===== src/rtl/gw2a_ddr_rdlvl_ctrl.sv =====
// DDR read-leveling sweep: tries every IOB SHIFT on all byte lanes against a known pattern
// and settles each lane on its lowest passing shift.
// States: IDLE wait start | SETTLE let shift settle | REQ/WAIT read burst | CHECK compare | NEXT record/advance | DONE pick result
module gw2a_ddr_rdlvl_ctrl #(
  parameter int          LANES   = 2,
  parameter logic [15:0] PATTERN = 16'hA55A,
  parameter int          SETTLE  = 4,
  parameter int          TRIES   = 2,
  parameter int          TIMEOUT = 63
) (
  input  logic                  clock,
  input  logic                  reset,
  input  logic                  start_i,
  output logic                  busy_o,
  output logic                  done_o,
  output logic                  fail_o,
  output logic [2*LANES-1:0]    shift_o,
  output logic [4*LANES-1:0]    pass_o,
  output logic                  rd_req_o,
  input  logic                  rd_ack_i,
  input  logic                  rd_valid_i,
  input  logic [16*LANES-1:0]   rd_data_i
);

  localparam int SETTLE_LD = (SETTLE > 1) ? SETTLE - 1 : 0;
  localparam int TMO_LD    = (TIMEOUT > 1) ? TIMEOUT - 1 : 0;
  localparam int CNT_MAX   = (SETTLE_LD > TMO_LD) ? SETTLE_LD : TMO_LD;
  localparam int CW        = (CNT_MAX < 1) ? 1 : $clog2(CNT_MAX + 1);
  localparam int TRY_LAST  = (TRIES > 1) ? TRIES - 1 : 0;
  localparam int TW        = (TRY_LAST < 1) ? 1 : $clog2(TRY_LAST + 1);

  localparam logic [CW-1:0] C_SETTLE = CW'(SETTLE_LD);
  localparam logic [CW-1:0] C_TMO    = CW'(TMO_LD);
  localparam logic [TW-1:0] C_TRY    = TW'(TRY_LAST);

  typedef enum logic [2:0] {
    S_IDLE, S_SETTLE, S_REQ, S_WAIT, S_CHECK, S_NEXT, S_DONE
  } state_t;

  state_t                r_state;
  logic [CW-1:0]         r_cnt;
  logic [TW-1:0]         r_try;
  logic [1:0]            r_sweep;
  logic [LANES-1:0]      r_cand;
  logic [16*LANES-1:0]   r_data;
  logic                  r_tmo;
  logic                  r_busy;
  logic                  r_done;
  logic                  r_fail;
  logic [2*LANES-1:0]    r_shift;
  logic [4*LANES-1:0]    r_pass;
  logic                  r_rd_req;

  logic [LANES-1:0]      w_match;
  logic [LANES-1:0]      w_empty;
  logic [2*LANES-1:0]    w_pick;

  // A timed-out read carries stale data, so it never matches.
  always_comb begin
    w_match = '0;
    w_empty = '0;
    w_pick  = '0;
    for (int n = 0; n < LANES; n++) begin
      w_match[n] = !r_tmo && (r_data[16*n +: 16] == PATTERN);
      w_empty[n] = (r_pass[4*n +: 4] == 4'd0);
      for (int b = 3; b >= 0; b--) begin
        if (r_pass[4*n + b]) w_pick[2*n +: 2] = 2'(b);
      end
    end
  end

  always_ff @(posedge clock or posedge reset) begin
    if (reset) begin
      r_state  <= S_IDLE;
      r_cnt    <= '0;
      r_try    <= '0;
      r_sweep  <= '0;
      r_cand   <= '0;
      r_data   <= '0;
      r_tmo    <= 1'b0;
      r_busy   <= 1'b0;
      r_done   <= 1'b0;
      r_fail   <= 1'b0;
      r_shift  <= '0;
      r_pass   <= '0;
      r_rd_req <= 1'b0;
    end else begin
      case (r_state)
        S_IDLE: begin
          if (start_i) begin
            r_busy  <= 1'b1;
            r_done  <= 1'b0;
            r_fail  <= 1'b0;
            r_pass  <= '0;
            r_sweep <= 2'd0;
            r_shift <= '0;
            r_try   <= '0;
            r_cand  <= '1;
            r_cnt   <= C_SETTLE;
            r_state <= S_SETTLE;
          end
        end
        S_SETTLE: begin
          if (r_cnt == '0) begin
            r_rd_req <= 1'b1;
            r_state  <= S_REQ;
          end else begin
            r_cnt <= r_cnt - 1'b1;
          end
        end
        S_REQ: begin
          if (rd_ack_i) begin
            r_rd_req <= 1'b0;
            r_cnt    <= C_TMO;
            r_state  <= S_WAIT;
          end
        end
        S_WAIT: begin
          // Valid wins over an expiry in the same cycle.
          if (rd_valid_i) begin
            r_data  <= rd_data_i;
            r_tmo   <= 1'b0;
            r_state <= S_CHECK;
          end else if (r_cnt == '0) begin
            r_tmo   <= 1'b1;
            r_state <= S_CHECK;
          end else begin
            r_cnt <= r_cnt - 1'b1;
          end
        end
        S_CHECK: begin
          r_cand <= r_cand & w_match;
          if (r_try == C_TRY) begin
            r_state <= S_NEXT;
          end else begin
            r_try    <= r_try + 1'b1;
            r_rd_req <= 1'b1;
            r_state  <= S_REQ;
          end
        end
        S_NEXT: begin
          for (int n = 0; n < LANES; n++) begin
            r_pass[4*n +: 4] <= r_pass[4*n +: 4] | ({3'b000, r_cand[n]} << r_sweep);
          end
          if (r_sweep == 2'd3) begin
            r_state <= S_DONE;
          end else begin
            r_sweep <= r_sweep + 2'd1;
            r_shift <= {LANES{r_sweep + 2'd1}};
            r_try   <= '0;
            r_cand  <= '1;
            r_cnt   <= C_SETTLE;
            r_state <= S_SETTLE;
          end
        end
        S_DONE: begin
          r_shift <= w_pick;
          r_fail  <= |w_empty;
          r_done  <= 1'b1;
          r_busy  <= 1'b0;
          r_state <= S_IDLE;
        end
        default: r_state <= S_IDLE;
      endcase
    end
  end

  assign busy_o   = r_busy;
  assign done_o   = r_done;
  assign fail_o   = r_fail;
  assign shift_o  = r_shift;
  assign pass_o   = r_pass;
  assign rd_req_o = r_rd_req;

endmodule


===== config.mk =====
export PLATFORM = sky130hd
export DESIGN_NAME = gw2a_ddr_rdlvl_ctrl
export DESIGN_NICKNAME = d
export VERILOG_FILES = /design/src/rtl/gw2a_ddr_rdlvl_ctrl.sv
export SDC_FILE = /design/constraint.sdc
export NUM_CORES = 1
export LEC_CHECK = 0
export ABC_AREA = 1
export CAP_MARGIN = 20
export CORE_ASPECT_RATIO = 0.5
export CORE_MARGIN = 2
export CORE_UTILIZATION = 56
export DETAILED_ROUTE_END_ITERATION = 10
export GPL_ROUTABILITY_DRIVEN = 0
export PLACE_DENSITY = 0.84
export SETUP_SLACK_MARGIN = 0.5
export SLEW_MARGIN = 20
export SYNTH_ARGS = -nofsm -noshare
export SYNTH_HDL_FRONTEND = slang
export SYNTH_SLANG_ARGS = --single-unit
export TNS_END_PERCENT = 100

===== constraint.sdc =====
create_clock -name clock -period 4.35 [get_ports clock]
set_clock_uncertainty 0.2 [all_clocks]
set_input_delay 1.0875 -clock clock [delete_from_list [all_inputs] [get_ports clock]]
set_output_delay 1.0875 -clock clock [all_outputs]
set_load 0.03 [all_outputs]

Yosys cells after proc, flatten, opt, wreduce, memory -nomap -nowiden
Cells that the tools add are included.
Storage, ports and cells
  register bits after elaboration: 63
  input bits: 37
Cells by class
  $add $sub $neg: 3
  equal/unequal tests: 16
  shift operators: 2
  muxes and demuxes: 46
  bitwise logic cells: 3
  reductions and logical operators: 25
Operators with widths (count)
  $eq 16x16->1 const B: 2
  $mux 6: 5
  $pmux 6 s5: 1
  $mux 2: 12
  $mux 3: 7
  $pmux 3 s6: 1
  $pmux 8 s2: 1
  $ne 2x2->1 const B: 6
  $pmux 4 s3: 1
  $eq 3x3->1 const B: 3
  $reduce_and 3->1: 3
  $reduce_bool 3->1: 3
  $logic_not 4->1: 2
  $mux 1: 8
  $mux 4: 2
  $mux 8: 1
  $or 4x4->4: 2
  $reduce_and 2->1: 4
  $reduce_and 4->1: 2
  $shl 1x2->4: 2
  $eq 3x2->1 const B: 2
  $logic_not 6->1: 1
  $pmux 1 s2: 3
  $pmux 1 s3: 2
  other kinds (16): 19

Logic depth before layout (Yosys ltp)
  word-level depth: 5
  depth in mapped cells: 10

Least setup slack after synthesis
No wires, ideal clock.
  path type: input port to flip-flop
  from: input rd_valid_i
  to: register r_cnt[5]
  setup time: 0.116 ns
  data arrival time: 1.778 ns
  data required time: 4.034 ns
  slack: 2.256 ns
  stages on the path: 7
  buffers on the path: 1
  path through: nand4_1 > buf_4 > nand2_1 > nor2_4 > nand2_2 > nand2_1 > nand2_1
Between the ends
  word-level cells in the longest chain between the ends: 2
RTL lines
  start, declared: line 21  | input logic rd_valid_i,
  $ne 2x2->1 (no line)
  $reduce_and 5->1 (no line)
  end signal, assigned: line 108  | r_cnt <= r_cnt - 1'b1;
  end signal, assigned: line 128  | r_cnt <= r_cnt - 1'b1;
  end, declared: line 41  | logic [CW-1:0] r_cnt;
Every way passes these cells.
A chain may end at the register's enable or synchronous reset.

Worst setup path after layout
  from: input rd_valid_i
  to: register r_data[7]
Between the ends
  word-level cells in the longest chain between the ends: 1
RTL lines
  $reduce_and 2->1 (no line)
  end signal, assigned: line 121  | r_data <= rd_data_i;
  end, declared: line 45  | logic [16*LANES-1:0] r_data;
Every way passes these cells.

==> flow_summary.ini <==
[yosys]
synth-simple-area-share = 0.3110
syn_nets = 417
synthDistinctLibCells = 27
synth_top_family_by_area = simple AND/OR/NAND/NOR gates
netlist_top_cells_area = dfrtp_1 53%, nand2_1 18%, inv_1 5.9%, nand3_1 5.1%, nand4_1 3.4%
synth_xor_area_frac = 0.002950
synth_compound_area_frac = 0.06785
synthAdderAreaFrac = 0.01264
syn-mean-instance-area_sq_um = 7.876
ys_seq_area_frac = 0.5310
yosys-mux-area-fraction = 0
yosysTopAreaCell = dfrtp_1
synth.top_cell.area_share = 0.5310
ys_ff_latch = 63
synth_cells = 377
yosys_warnings = 0
netlist_area_sq_mm = 0.002969

[timing]
fin_crit_ps = 2727
setup_tns_ps = 0
slew_viol_final = 0
rsz0062_at_grt = false
fmax_mhz = 366.7
relSlewSlack = 0.7043
period_share = 0.6269
hold_violations = 0
tightestPinTransition_ps = 443.1
setup_viol = 0

[power]
power_density_mw_per_mm2 = 657.4
seq_power_share = 0.378
peakVddDrop_mv = 0.3341
power.switching_mw = 0.9749
pwr-share-clk = 0.237
combPwrFrac = 0.385
leakagePower_nw = 1.943
switching_share = 0.3891
intPower_mw = 1.530

[clock_network]
numCtsBuffers = 9
cts_root_buf = clkbuf_8
clock_latency_ps = 340
postCtsHoldBufs = 0
cts.sinks = 63
htreeDepth = 3
post_cts_buffers = 0
cts_resized = 0
cts_buffer_depth = 2
cts_tree = yes
clk_pin_slew_ps = 70

[detailed_routing]
drc = 0
drt_first_pass_iters = 4
ant_nets = 0
post_drt_wl_per_cell_um = 12.46
drt_wl_total_um = 6369
vias = 2604
drt_iter0_drc = 138
vias_per_cell = 5.096

[global_routing]
grt_first_pass_wirelength_um = 11000
grt_pass1_vias = 2539
grt.overflow.total = 0
grtUsageTotal = 0.2372
antenna_found_initial = 0
grt_max_degree = 31

[outcome]
status = completed

[critical_path]
regToRegEndpoint = r_data[7]$_DFFE_PP0P_
r2r-start = r_state[2]$_DFFE_PP0P_
worstPathRequired_ps = 4400
r2r_cells = 7
cp.arrival_ps = 2780
path_common_cell = buf_4
cp_max_fo = 30
timing.critical_path.buf_inv = 4
crit_start = rd_valid_i
cp.depth = 7
start_kind = input pin
crit_path_top_delay_cell = clkdlybuf4s50_1
crit_end = r_data[7]$_DFFE_PP0P_
critPathMaxStageDelay_ps = 470
endpoint_kind = flip-flop
crit_chain = clkdlybuf4s50_1, nand4_1, buf_4, inv_1, buf_4, nand2_1, o21ai_0
rrSetupSlack_ps = 2270
worstSetupPathType = input pin to flip-flop
cp_top_family = buffers and inverters

[layout]
fillers = 364
antenna_cells = 0
syn2layout_area_growth_pct = 28.36
nets = 476
design_area_sq_mm = 0.003811
drive_gt1_frac = 0.05896

[place]
dp_hpwl_um = 4701
placed_cell_area_sq_mm = 0.003570
portBuffers = 52

[die]
dieArea_sq_mm = 0.005936
std_cell_rows = 18
fp.dieW_um = 107.0
core_sq_mm = 0.005022
die_h_um = 55.49
io_pins = 53
initial_utilization = 0.5912

[min_path]
hp-class = flip-flop to flip-flop

[job]
drv_cap = 0
-- worst register-to-register path: cells and delay by family, from the launching register on --
family,cells,cell delay (ps)
AO/OA/AOI/OAI,1,90
flip-flops,1,440
buffers and inverters,4,1090
AND/OR/NAND/NOR,2,190
-- through the flow --
step           hold WS (ps)  worst slack (ps)  power, mW    util  std cells
6_report              274.5              1623      2.505  0.7588        511
5_1_grt               301.7              1459      2.704  0.7588        511
4_1_cts               283.3              1623      2.520  0.7588        511
3_5_place_dp          265.1              1286      1.911  0.7108        495
3_3_place_gp          254.5              1370      1.862  0.7108        495
2_1_floorplan         241.9              1493      1.637       -        377
-- flip-flops by register name, indices dropped and copies added (netlist names) --
name and flops:
r_data 32, pass_o 8, r_cnt 6, shift_o 4, r_state 3, r_cand 2, r_sweep 2, busy_o 1
done_o 1, fail_o 1, r_tmo 1, r_try 1, rd_req_o 1
-- cells in the final DEF (no fill, tap or decap), drive strengths merged, types with 2 or more instances in the layout --
master,synthesis,layout
o21a,2,2
bufinv,0,2
dfrtp,63,63
o21ai,20,20
ha,3,3
nand2,143,143
a21oi,10,10
nand3,31,31
o31ai,2,2
nand4,16,16
inv,49,49
nor3,2,2
clkdlybuf4s50,0,52
clkbuf,3,12
buf,5,4
nor2,19,19
nand3b,2,2
nor4,2,2
-- worst min path at each step --
stage                           startpoint                     end  slack, ps  depth (start not counted)
global route            done_o$_DFFE_PP0P_      done_o$_DFFE_PP0P_        300                          2
finish                  done_o$_DFFE_PP0P_      done_o$_DFFE_PP0P_        270                          2
global placement         r_try$_DFFE_PP0P_       r_try$_DFFE_PP0P_        250                          2
floorplan                r_try$_DFFE_PP0P_       r_try$_DFFE_PP0P_        240                          2
detailed placement  r_data[15]$_DFFE_PP0P_  r_data[15]$_DFFE_PP0P_        270                          2
CTS                     done_o$_DFFE_PP0P_      done_o$_DFFE_PP0P_        280                          2
-- layout make-up --
| cell class | count | area (sq um) | share of cell area |
|---|---|---|---|
| flip-flops and latches | 63 | 1577 | 0.4137 |
| multi-input cells | 257 | 1171 | 0.3073 |
| repair buffers | 56 | 550.5 | 0.1445 |
| inverters | 49 | 183.9 | 0.04826 |
| clock buffers | 12 | 165.2 | 0.04334 |
| well taps | 70 | 87.58 | 0.02298 |
| clock inverters | 4 | 76.32 | 0.02003 |
-- kinds of logic (layout without fill, tap and decap cells) --
group	Yosys count	after routing
AOI/OAI and AO/OA	37	37
and+or+nand+nor	216	216
DFF	63	63
buffers and inverters	57	121
xor gates and xnor gates	1	1
adders and majority gates	3	3
-- cell usage after synthesis, drive strengths merged --
| cell type | instances |
|---|---|
| a21oi | 10 |
| a31oi | 1 |
| buf | 5 |
| clkbuf | 3 |
| dfrtp | 63 |
| ha | 3 |
| inv | 49 |
| nand2 | 143 |
| nand3 | 31 |
| nand3b | 2 |
| nand4 | 16 |
| nor2 | 19 |
| nor3 | 2 |
| nor3b | 1 |
| nor4 | 2 |
| o211ai | 1 |
| o21a | 2 |
| o21ai | 20 |
| o21bai | 1 |
| o31ai | 2 |
| xnor2 | 1 |
-- power by group through the flow --
stage                     Clock (mW)  Sequential (mW)  Combinational, mW
after CTS                      0.603            0.947              0.970
after floorplan                    0            0.975              0.662
after global routing           0.625            0.976               1.10
final                          0.593            0.948              0.965
after global placement             0            0.946              0.916
after detailed placement           0            0.956              0.955
-- metal layers --
layer,track usage,share of wire,vias up
li1,-,-,1322
met1,0.2973,0.47,1224
met2,0.3931,0.48,52
met3,0.08855,0.045,6
met4,0.05937,0.011,0
met5,0,0,-
(Power assumes the default switching activity.)
